$ cat src/rtl/xbar_cfg_sched.sv
`default_nettype none
// ============================================================================
// Module   : xbar_cfg_sched
// Purpose  : Configuration sequencer for a SIZE-port Benes crossbar. Accepts a
//            destination permutation, checks it is a bijection, presents it to
//            the ctrl-bit generator, stages the result in a shadow register and
//            commits it to the live crossbar only while no data beat is busy.
// Options  : XBAR_IDENT_FASTPATH_EN - identity permutations bypass the
//            generator and load an all-zero ctrl word straight after CHECK.
// Revision : 1.0
// ============================================================================
module xbar_cfg_sched #(
    parameter int  SIZE     = 32,
    parameter int  CBG_LAT  = 2,
    localparam int TAGWIDTH = $clog2(SIZE),
    localparam int STAGES   = 2*TAGWIDTH-1,
    localparam int BITWIDTH = STAGES*(SIZE/2),
    localparam int PERMW    = SIZE*TAGWIDTH
) (
    input  logic                i_clk,
    input  logic                i_nrst,
    input  logic                i_req_valid,
    output logic                o_req_ready,
    input  logic [PERMW-1:0]    i_req_perm,
    output logic [PERMW-1:0]    o_cbg_perm,
    input  logic [BITWIDTH-1:0] i_cbg_ctrl,
    input  logic                i_xbar_busy,
    output logic [BITWIDTH-1:0] o_xbar_ctrl,
    output logic                o_cfg_commit,
    output logic [7:0]          o_cfg_epoch,
    output logic                o_cfg_err,
    output logic                o_shadow_full
);

    localparam int GENW = (CBG_LAT > 1) ? $clog2(CBG_LAT) : 1;

    localparam logic [1:0] ST_IDLE  = 2'd0;
    localparam logic [1:0] ST_CHECK = 2'd1;
    localparam logic [1:0] ST_GEN   = 2'd2;
    localparam logic [1:0] ST_STALL = 2'd3;

    logic [1:0]          r_state;
    logic [1:0]          w_state_nxt;

    logic [PERMW-1:0]    r_perm_q;
    logic [SIZE-1:0]     r_seen;
    logic [TAGWIDTH-1:0] r_k;
    logic [GENW-1:0]     r_gen_cnt;
    logic                r_err;

    logic [BITWIDTH-1:0] r_shadow;
    logic                r_shadow_full;
    logic [BITWIDTH-1:0] r_xbar;
    logic                r_commit;
    logic [7:0]          r_epoch;

    logic [TAGWIDTH-1:0] w_entry;
    logic                w_dup;
    logic                w_chk_last;
    logic                w_gen_last;
    logic                w_commit;
    logic                w_cap_ok;
    logic                w_capture;
    logic                w_cap_zero;
    logic                w_accept;
    logic                w_fast_ident;
    logic                w_stall_zero;

    assign w_entry    = r_perm_q[int'(r_k)*TAGWIDTH +: TAGWIDTH];
    assign w_dup      = r_seen[w_entry];
    assign w_chk_last = (r_k == TAGWIDTH'(SIZE-1));
    assign w_gen_last = (r_gen_cnt == GENW'(CBG_LAT-1));

    // A capture is legal when the shadow is empty or is being drained this edge
    assign w_commit = r_shadow_full & ~i_xbar_busy;
    assign w_cap_ok = ~r_shadow_full | ~i_xbar_busy;

`ifdef XBAR_IDENT_FASTPATH_EN
    logic r_ident;
    logic r_stall_zero;
    logic w_ident_now;

    assign w_ident_now = r_ident & (w_entry == r_k);

    always_ff @(posedge i_clk) begin
        if (!i_nrst) begin
            r_ident      <= 1'b0;
            r_stall_zero <= 1'b0;
        end else if (w_accept) begin
            r_ident      <= 1'b1;
        end else if (r_state == ST_CHECK) begin
            r_ident      <= w_ident_now;
            r_stall_zero <= w_ident_now;
        end
    end

    assign w_fast_ident = w_ident_now;
    assign w_stall_zero = r_stall_zero;
`else
    assign w_fast_ident = 1'b0;
    assign w_stall_zero = 1'b0;
`endif

    always_ff @(posedge i_clk) begin
        if (!i_nrst) begin
            r_state <= ST_IDLE;
        end else begin
            r_state <= w_state_nxt;
        end
    end

    always_comb begin
        w_state_nxt = r_state;
        case (r_state)
            ST_IDLE: begin
                if (i_req_valid) w_state_nxt = ST_CHECK;
            end
            ST_CHECK: begin
                if (w_dup) begin
                    w_state_nxt = ST_IDLE;
                end else if (w_chk_last) begin
                    if (w_fast_ident) w_state_nxt = w_cap_ok ? ST_IDLE : ST_STALL;
                    else              w_state_nxt = ST_GEN;
                end
            end
            ST_GEN: begin
                if (w_gen_last) w_state_nxt = w_cap_ok ? ST_IDLE : ST_STALL;
            end
            ST_STALL: begin
                if (w_cap_ok) w_state_nxt = ST_IDLE;
            end
            default: w_state_nxt = ST_IDLE;
        endcase
    end

    always_comb begin
        o_req_ready = 1'b0;
        w_accept    = 1'b0;
        w_capture   = 1'b0;
        w_cap_zero  = 1'b0;
        case (r_state)
            ST_IDLE: begin
                o_req_ready = 1'b1;
                w_accept    = i_req_valid;
            end
            ST_CHECK: begin
                if (!w_dup && w_chk_last && w_fast_ident && w_cap_ok) begin
                    w_capture  = 1'b1;
                    w_cap_zero = 1'b1;
                end
            end
            ST_GEN: begin
                if (w_gen_last && w_cap_ok) w_capture = 1'b1;
            end
            ST_STALL: begin
                if (w_cap_ok) begin
                    w_capture  = 1'b1;
                    w_cap_zero = w_stall_zero;
                end
            end
            default: begin
                o_req_ready = 1'b0;
            end
        endcase
    end

    always_ff @(posedge i_clk) begin
        if (!i_nrst) begin
            r_perm_q  <= '0;
            r_seen    <= '0;
            r_k       <= '0;
            r_gen_cnt <= '0;
            r_err     <= 1'b0;
        end else begin
            r_err <= 1'b0;
            if (w_accept) begin
                r_perm_q <= i_req_perm;
                r_seen   <= '0;
                r_k      <= '0;
            end
            if (r_state == ST_CHECK) begin
                r_seen[w_entry] <= 1'b1;
                r_k             <= r_k + 1'b1;
                r_gen_cnt       <= '0;
                r_err           <= w_dup;
            end
            if (r_state == ST_GEN) begin
                r_gen_cnt <= r_gen_cnt + 1'b1;
            end
        end
    end

    // On a same-edge commit+capture the live word takes the old shadow value
    always_ff @(posedge i_clk) begin
        if (!i_nrst) begin
            r_shadow      <= '0;
            r_shadow_full <= 1'b0;
            r_xbar        <= '0;
            r_commit      <= 1'b0;
            r_epoch       <= 8'd0;
        end else begin
            r_commit      <= w_commit;
            r_shadow_full <= w_capture | (r_shadow_full & ~w_commit);
            if (w_commit) begin
                r_xbar  <= r_shadow;
                r_epoch <= r_epoch + 8'd1;
            end
            if (w_capture) begin
                r_shadow <= w_cap_zero ? '0 : i_cbg_ctrl;
            end
        end
    end

    assign o_cbg_perm    = r_perm_q;
    assign o_xbar_ctrl   = r_xbar;
    assign o_cfg_commit  = r_commit;
    assign o_cfg_epoch   = r_epoch;
    assign o_cfg_err     = r_err;
    assign o_shadow_full = r_shadow_full;

endmodule

`default_nettype wire

$ cat config.mk
export PLATFORM = sky130hd
export DESIGN_NAME = xbar_cfg_sched
export DESIGN_NICKNAME = d
export VERILOG_FILES = /design/src/rtl/xbar_cfg_sched.sv
export SDC_FILE = /design/constraint.sdc
export NUM_CORES = 1
export LEC_CHECK = 0
export BUFFER_PORTS_ARGS = -buffer_cell sky130_fd_sc_hd__buf_2
export CAP_MARGIN = 40
export CORE_AREA = 5 5 238 240
export DETAILED_ROUTE_END_ITERATION = 10
export DIE_AREA = 0 0 243 245
export PLACE_DENSITY = 0.62
export SLEW_MARGIN = 20
export SYNTH_ARGS = -nofsm -noshare
export SYNTH_HDL_FRONTEND = slang
export SYNTH_SLANG_ARGS = --single-unit
$ cat constraint.sdc
create_clock -name i_clk -period 6.7 [get_ports i_clk]
set_input_delay 0.335 -clock i_clk [delete_from_list [all_inputs] [get_ports i_clk]]
set_output_delay 0.335 -clock i_clk [all_outputs]
set_load 0.02 [all_outputs]
# After elaboration in Yosys (flattened, before gate mapping)
# Cells that the tools add are included.
# W data, S select, Z words.
# word_totals
ff_bits	499
input_bits	308
word_cells	64
# op_classes
n_addsub	3
mul	1
magnitude_cmp	2
eq_ne	8
shifts	1
mux	23
bitwise_logic	8
reduce_logical	7
# ops
operator	count
$shiftx A160 B9 Y5	1
$mux W32	3
$or A32 B32 Y32	1
$mux W2	6
$mux W5	2
$add A8 B1 Y8 const B	1
$mul A5 B3 Y8 const B	1
$mux W1	8
$pmux W2 S4	1
$lt A5 B6 Y1 const B	1
$ne A2 B2 Y1 const B	3
$add A5 B1 Y5 const B	1
$bmux W1 S5	1
$demux W1 S5	1
$eq A5 B5 Y1 const B	1
$ge A5 B1 Y1 const B	1
$eq A2 B2 Y1 const B	2
$reduce_and A4 Y1	1
$reduce_bool A2 Y1	2
$ne A3 B3 Y1 const B	1
$not A1 Y1	3
$and A1 B1 Y1	2
$eq A2 B1 Y1 const B	1
$logic_and A1 B1 Y1	2
other kinds (5)	6

# Depth between registers and ports, before layout
# logic_depth
depth_word	8
ltp_mapped	16

# Least setup slack after synthesis
# OpenSTA, ideal clock, no wires.
# synth_path
kind	flip-flop to flip-flop
start	register r_k[1]
end	register r_state[0]
setup_ns	0.151
arrival_time_ns	3.287
t_required_ns	6.549
slack_ns	3.263
stages_incl_launch_ff	17
path_buffers	5
period_less_slack_ns	3.437
path_cell_list	dfxtp_1 -> buf_6 -> buf_12 -> buf_6 -> buf_4 -> mux2i_1 -> nand3_1 -> nand4_1 -> o31ai_1 -> nor2_1 -> buf_2 -> mux2i_1 -> o22a_4 -> o2111ai_2 -> or4_4 -> a21oi_1 -> a311oi_2
# synth_via
elab_chain_len	6
elab_cells_between_ends	9
# synth_rtl
item	line_no	rtl
start: declaration	47	logic [TAGWIDTH-1:0] r_k;
start signal: assignment	183	r_k <= r_k + 1'b1;
$mul A5 B3 Y8	69	assign w_entry = r_perm_q[int'(r_k)*TAGWIDTH +: TAGWIDTH];
$shiftx A160 B9 Y5	69	
$bmux W1 S5	70	assign w_dup = r_seen[w_entry];
$mux W1 (implied by the code)	70	
$ne A3 B3 Y1 (no source line) / $mux W2 (equally long branches)	n/a	
$reduce_and A4 Y1 (no source line) / $pmux W2 S4 (equally long branches)	n/a	
end signal: assignment	108	r_state <= w_state_nxt;
end: declaration	42	logic [1:0] r_state;
# Several ways; a longest one is shown, not always the timed one. The select of a mux whose other input is x is not followed.
# A chain may end at the register's enable or synchronous reset.

# Worst setup path after layout
# Ends and elaborated chain as after synthesis.

==> impl_metrics.py <==
metrics = {
    "clocking": {
        "clock_tree.buffer_depth": 3,
        "clockRootBuffer": "sky130_fd_sc_hd__clkbuf_16",
        "htreeDepth": 2,
        "cts-resized-gates": 0,
        "clock_insertion_delay_worst_skew_ps": 610,
        "numCtsBuffers": 54,
        "cts_tree": "built",
        "tritoncts_num_sinks": 499,
        "clk_transition_reported_paths_ps": 60,
        "post_cts_buffers": 0,
    },
    "sta": {
        "maxClockFrequency_mhz": 266,
        "setup_tns_ps": 0,
        "finalCriticalPeriod_ps": 3760,
        "worst_slack_ps": 2940,
        "worst_pin_slew_ps": 1090,
        "timing.clock.skew_ps": 53.4,
        "finalSetupViolCount": 0,
        "final.period_utilization_pct": 56.2,
        "slew-limit-headroom_pct": 27.2,
        "final_hold_viol_count": 0,
        "hold_slack_ps": 22.4,
        "grt_setup_unrepaired": "false",
        "slew_violations": 0,
    },
    "synth": {
        "synth_enable_flop_cells": 0,
        "postSynthRegisterBits": 499,
        "avgSynthCellArea_um2": 8.10,
        "synthCells": 2358,
        "top_area_cells_in_the_synthesized_netlist": "sky130_fd_sc_hd__dfxtp_1 52%, sky130_fd_sc_hd__nand2_1 18%, sky130_fd_sc_hd__a21oi_1 13%",
        "synth_top_area_cell": "sky130_fd_sc_hd__dfxtp_1",
        "synth_sequential_area_ratio_pct": 52.3,
        "synth_nets": 2673,
        "ys_types": 58,
        "post_synth_instance_area_um2": 19100,
        "post-synth-top-area-fraction_pct": 52.3,
        "synth_async_sr_flop_share_pct": 0,
        "dominantRegCellSynth": "sky130_fd_sc_hd__dfxtp_1",
        "synth-warning-count": 0,
    },
    "global_routing": {
        "grt.total_usage_pct": 23.8,
        "grt_antenna_before_repair": 7,
        "grt_pass1_wl_um": 114000,
        "grt-ovfl-total": 0,
        "grt_start_max_net_pins": 220,
        "via_count_of_the_first_global_routing_pass": 19600,
    },
    "layout": {
        "design_area_um2": 27600,
        "n_fill_cell": 5105,
        "drive_above_1_share_pct": 24.2,
        "multiInputGateArea_um2": 8370,
        "areaGrowthSynthToFinish_pct": 44.6,
        "num-nets-final": 3492,
        "seq_area_um2": 9990,
    },
    "setup_path": {
        "path_max_fanout": 49,
        "critical_setup_path_class": "register to register",
        "critPathCaptureType": "register",
        "worst_ep_required_time_ps": 7120,
        "worst_setup_start_kind": "register",
        "worst_ep_arrival_time_ps": 4180,
    },
    "route": {
        "detail_route.vias_per_cell": 5.11,
        "route.detailed.drc": 0,
        "drt_first_pass_iters": 8,
        "vias": 20100,
        "drt-wirelength-per-cell_um": 19.2,
        "routed_wire_length_um": 75300,
        "ant_nets": 0,
        "drt-initial-drc-count": 1542,
    },
    "floorplan": {
        "initial_core_utilization_pct": 35.1,
        "design.core.area_um2": 54400,
        "num_io_pins": 624,
        "floorplan.die.width_um": 243,
        "floorplan.die_area_um2": 59500,
        "rows": 86,
        "die_y_um": 245,
    },
    "flow_run": {
        "max_cap_violations": 0,
    },
    "pwr": {
        "peakVddDrop_mv": 0.220,
        "p_leak_nw": 11.4,
        "cellPowerDensity_nw_per_um2": 307,
    },
    "placed_design": {
        "placed_area_um2": 22600,
        "dp.final_hpwl_um": 51200,
        "dp_slack_ps": 2770,
        "place.gp.congestion": 0.894,
        "io_buffers": 623,
    },
    "outcome": {
        "run_status": "finished, final reports clean",
    },
    "worst_hold_path": {
        "worstHoldPathType": "primary input to register",
    },
}
==> critical path, cell delays in order (launching register included) <==
cell,delay (ps)
sky130_fd_sc_hd__dfxtp_4,410
sky130_fd_sc_hd__buf_16,280
sky130_fd_sc_hd__mux4_1,600
sky130_fd_sc_hd__mux4_2,510
sky130_fd_sc_hd__mux2_2,360
sky130_fd_sc_hd__and2b_1,240
sky130_fd_sc_hd__nand2_1,150
sky130_fd_sc_hd__o22ai_1,90
sky130_fd_sc_hd__o21a_1,190
sky130_fd_sc_hd__or4_4,440
sky130_fd_sc_hd__a21oi_1,190
sky130_fd_sc_hd__a311oi_2,60
==> cells by family (layout without fill, tap and decap cells) <==
kind of cell    count (synthesis)  in the layout  synth area share (%)
xor+xnor                        7              7                 0.321
simple gates                 1061           1061                  21.7
flops                         499            499                  52.3
buf+inv                       187           1051                  4.10
fa+ha+maj                       7              7                 0.459
mux                            73             73                  6.75
other cells                     0              4                     0
compound gates                524            524                  14.3
==> path summary, 6_finish.rpt <==
kind / depth (start not counted) / end / from / slack, ps
max reg2reg: 11 / r_state[0] / r_k[1] / 2940
min: 3 / o_cbg_perm[108] / i_req_perm[108] / 20
min reg2reg: 2 / o_xbar_ctrl[34] / r_shadow[34] / 410
max: 11 / r_state[0] / r_k[1] / 2940
==> timing repair <==
action	4_1_cts	5_1_grt
endpoints found under the setup margin	0	0
hold buffers	295	0
hold endpoints to repair	295	0
==> routing by layer <==
layer	vias up	global-route usage [%]	share of wire, %
met5	-	0	0.078
met4	8	12.5	5.5
met2	889	40.8	49
met1	9457	26.9	38
li1	9447	-	-
met3	282	6.86	8.1
==> power breakdown <==
part / total, mW / internal (mW) / leakage, nW / switching, mW
logic: 1.92 / 0.703 / 6.44 / 1.22
registers: 3.46 / 3.22 / 4.05 / 0.246
clock network: 3.09 / 1.84 / 0.921 / 1.25
==> through the flow <==
| stage | total power [mW] | cells | utilization [%] |
|---|---|---|---|
| 6_report | 8.48 | 3930 | 50.7 |
| 2_1_floorplan | 4.57 | 2358 | - |
| 4_1_cts | 8.50 | 3921 | 50.4 |
| 5_1_grt | 8.84 | 3928 | 50.7 |
| 3_5_place_dp | 5.26 | 3525 | 41.6 |
| 3_3_place_gp | 5.20 | 3521 | 41.4 |
==> Yosys cell counts (all sizes together), types with 2 or more instances <==
cell	n
a211oi	2
a21oi	488
a22oi	7
a31oi	3
and2	3
and3	5
buf	28
clkbuf	152
dfxtp	499
ha	7
inv	7
mux2	6
mux2i	29
mux4	38
nand2	932
nand2b	8
nand3	23
nand4	7
nor2	59
nor2b	7
nor3	7
o21ai	6
o221ai	2
o22ai	2
or3	4
xnor2	3
xor2	4
==> area by class of cell <==
class                      count  area share [%]
multi-input combinational   1672            30.3
sequential                   499            36.2
clock inverter                20            1.06
antenna                        4          0.0362
inverter                       7           0.122
timing repair buffer         943            23.4
tap                          704            3.19
clock buffer                  81            5.73
==> state kept, by name, indices dropped and copies added (netlist names) <==
name	flops
r_state	2
r_shadow	144
o_cbg_perm	160
o_xbar_ctrl	144
r_k	5
r_seen	32
r_gen_cnt	1
o_cfg_err	1
o_shadow_full	1
o_cfg_epoch	8
o_cfg_commit	1
==> cells in the final DEF (no fill, tap or decap), types with 13 or more instances in the layout <==
cell	count
sky130_fd_sc_hd__mux4_2	19
sky130_fd_sc_hd__dlygate4sd3_1	295
sky130_fd_sc_hd__nor2_1	59
sky130_fd_sc_hd__clkbuf_1	14
sky130_fd_sc_hd__clkbuf_16	54
sky130_fd_sc_hd__nand3_1	22
sky130_fd_sc_hd__nand2_1	930
sky130_fd_sc_hd__clkbuf_8	13
sky130_fd_sc_hd__mux4_1	19
sky130_fd_sc_hd__buf_2	623
sky130_fd_sc_hd__a21oi_1	487
sky130_fd_sc_hd__buf_4	15
sky130_fd_sc_hd__mux2i_1	29
sky130_fd_sc_hd__dfxtp_1	497
Note: power is estimated with default switching activity, not from simulation.
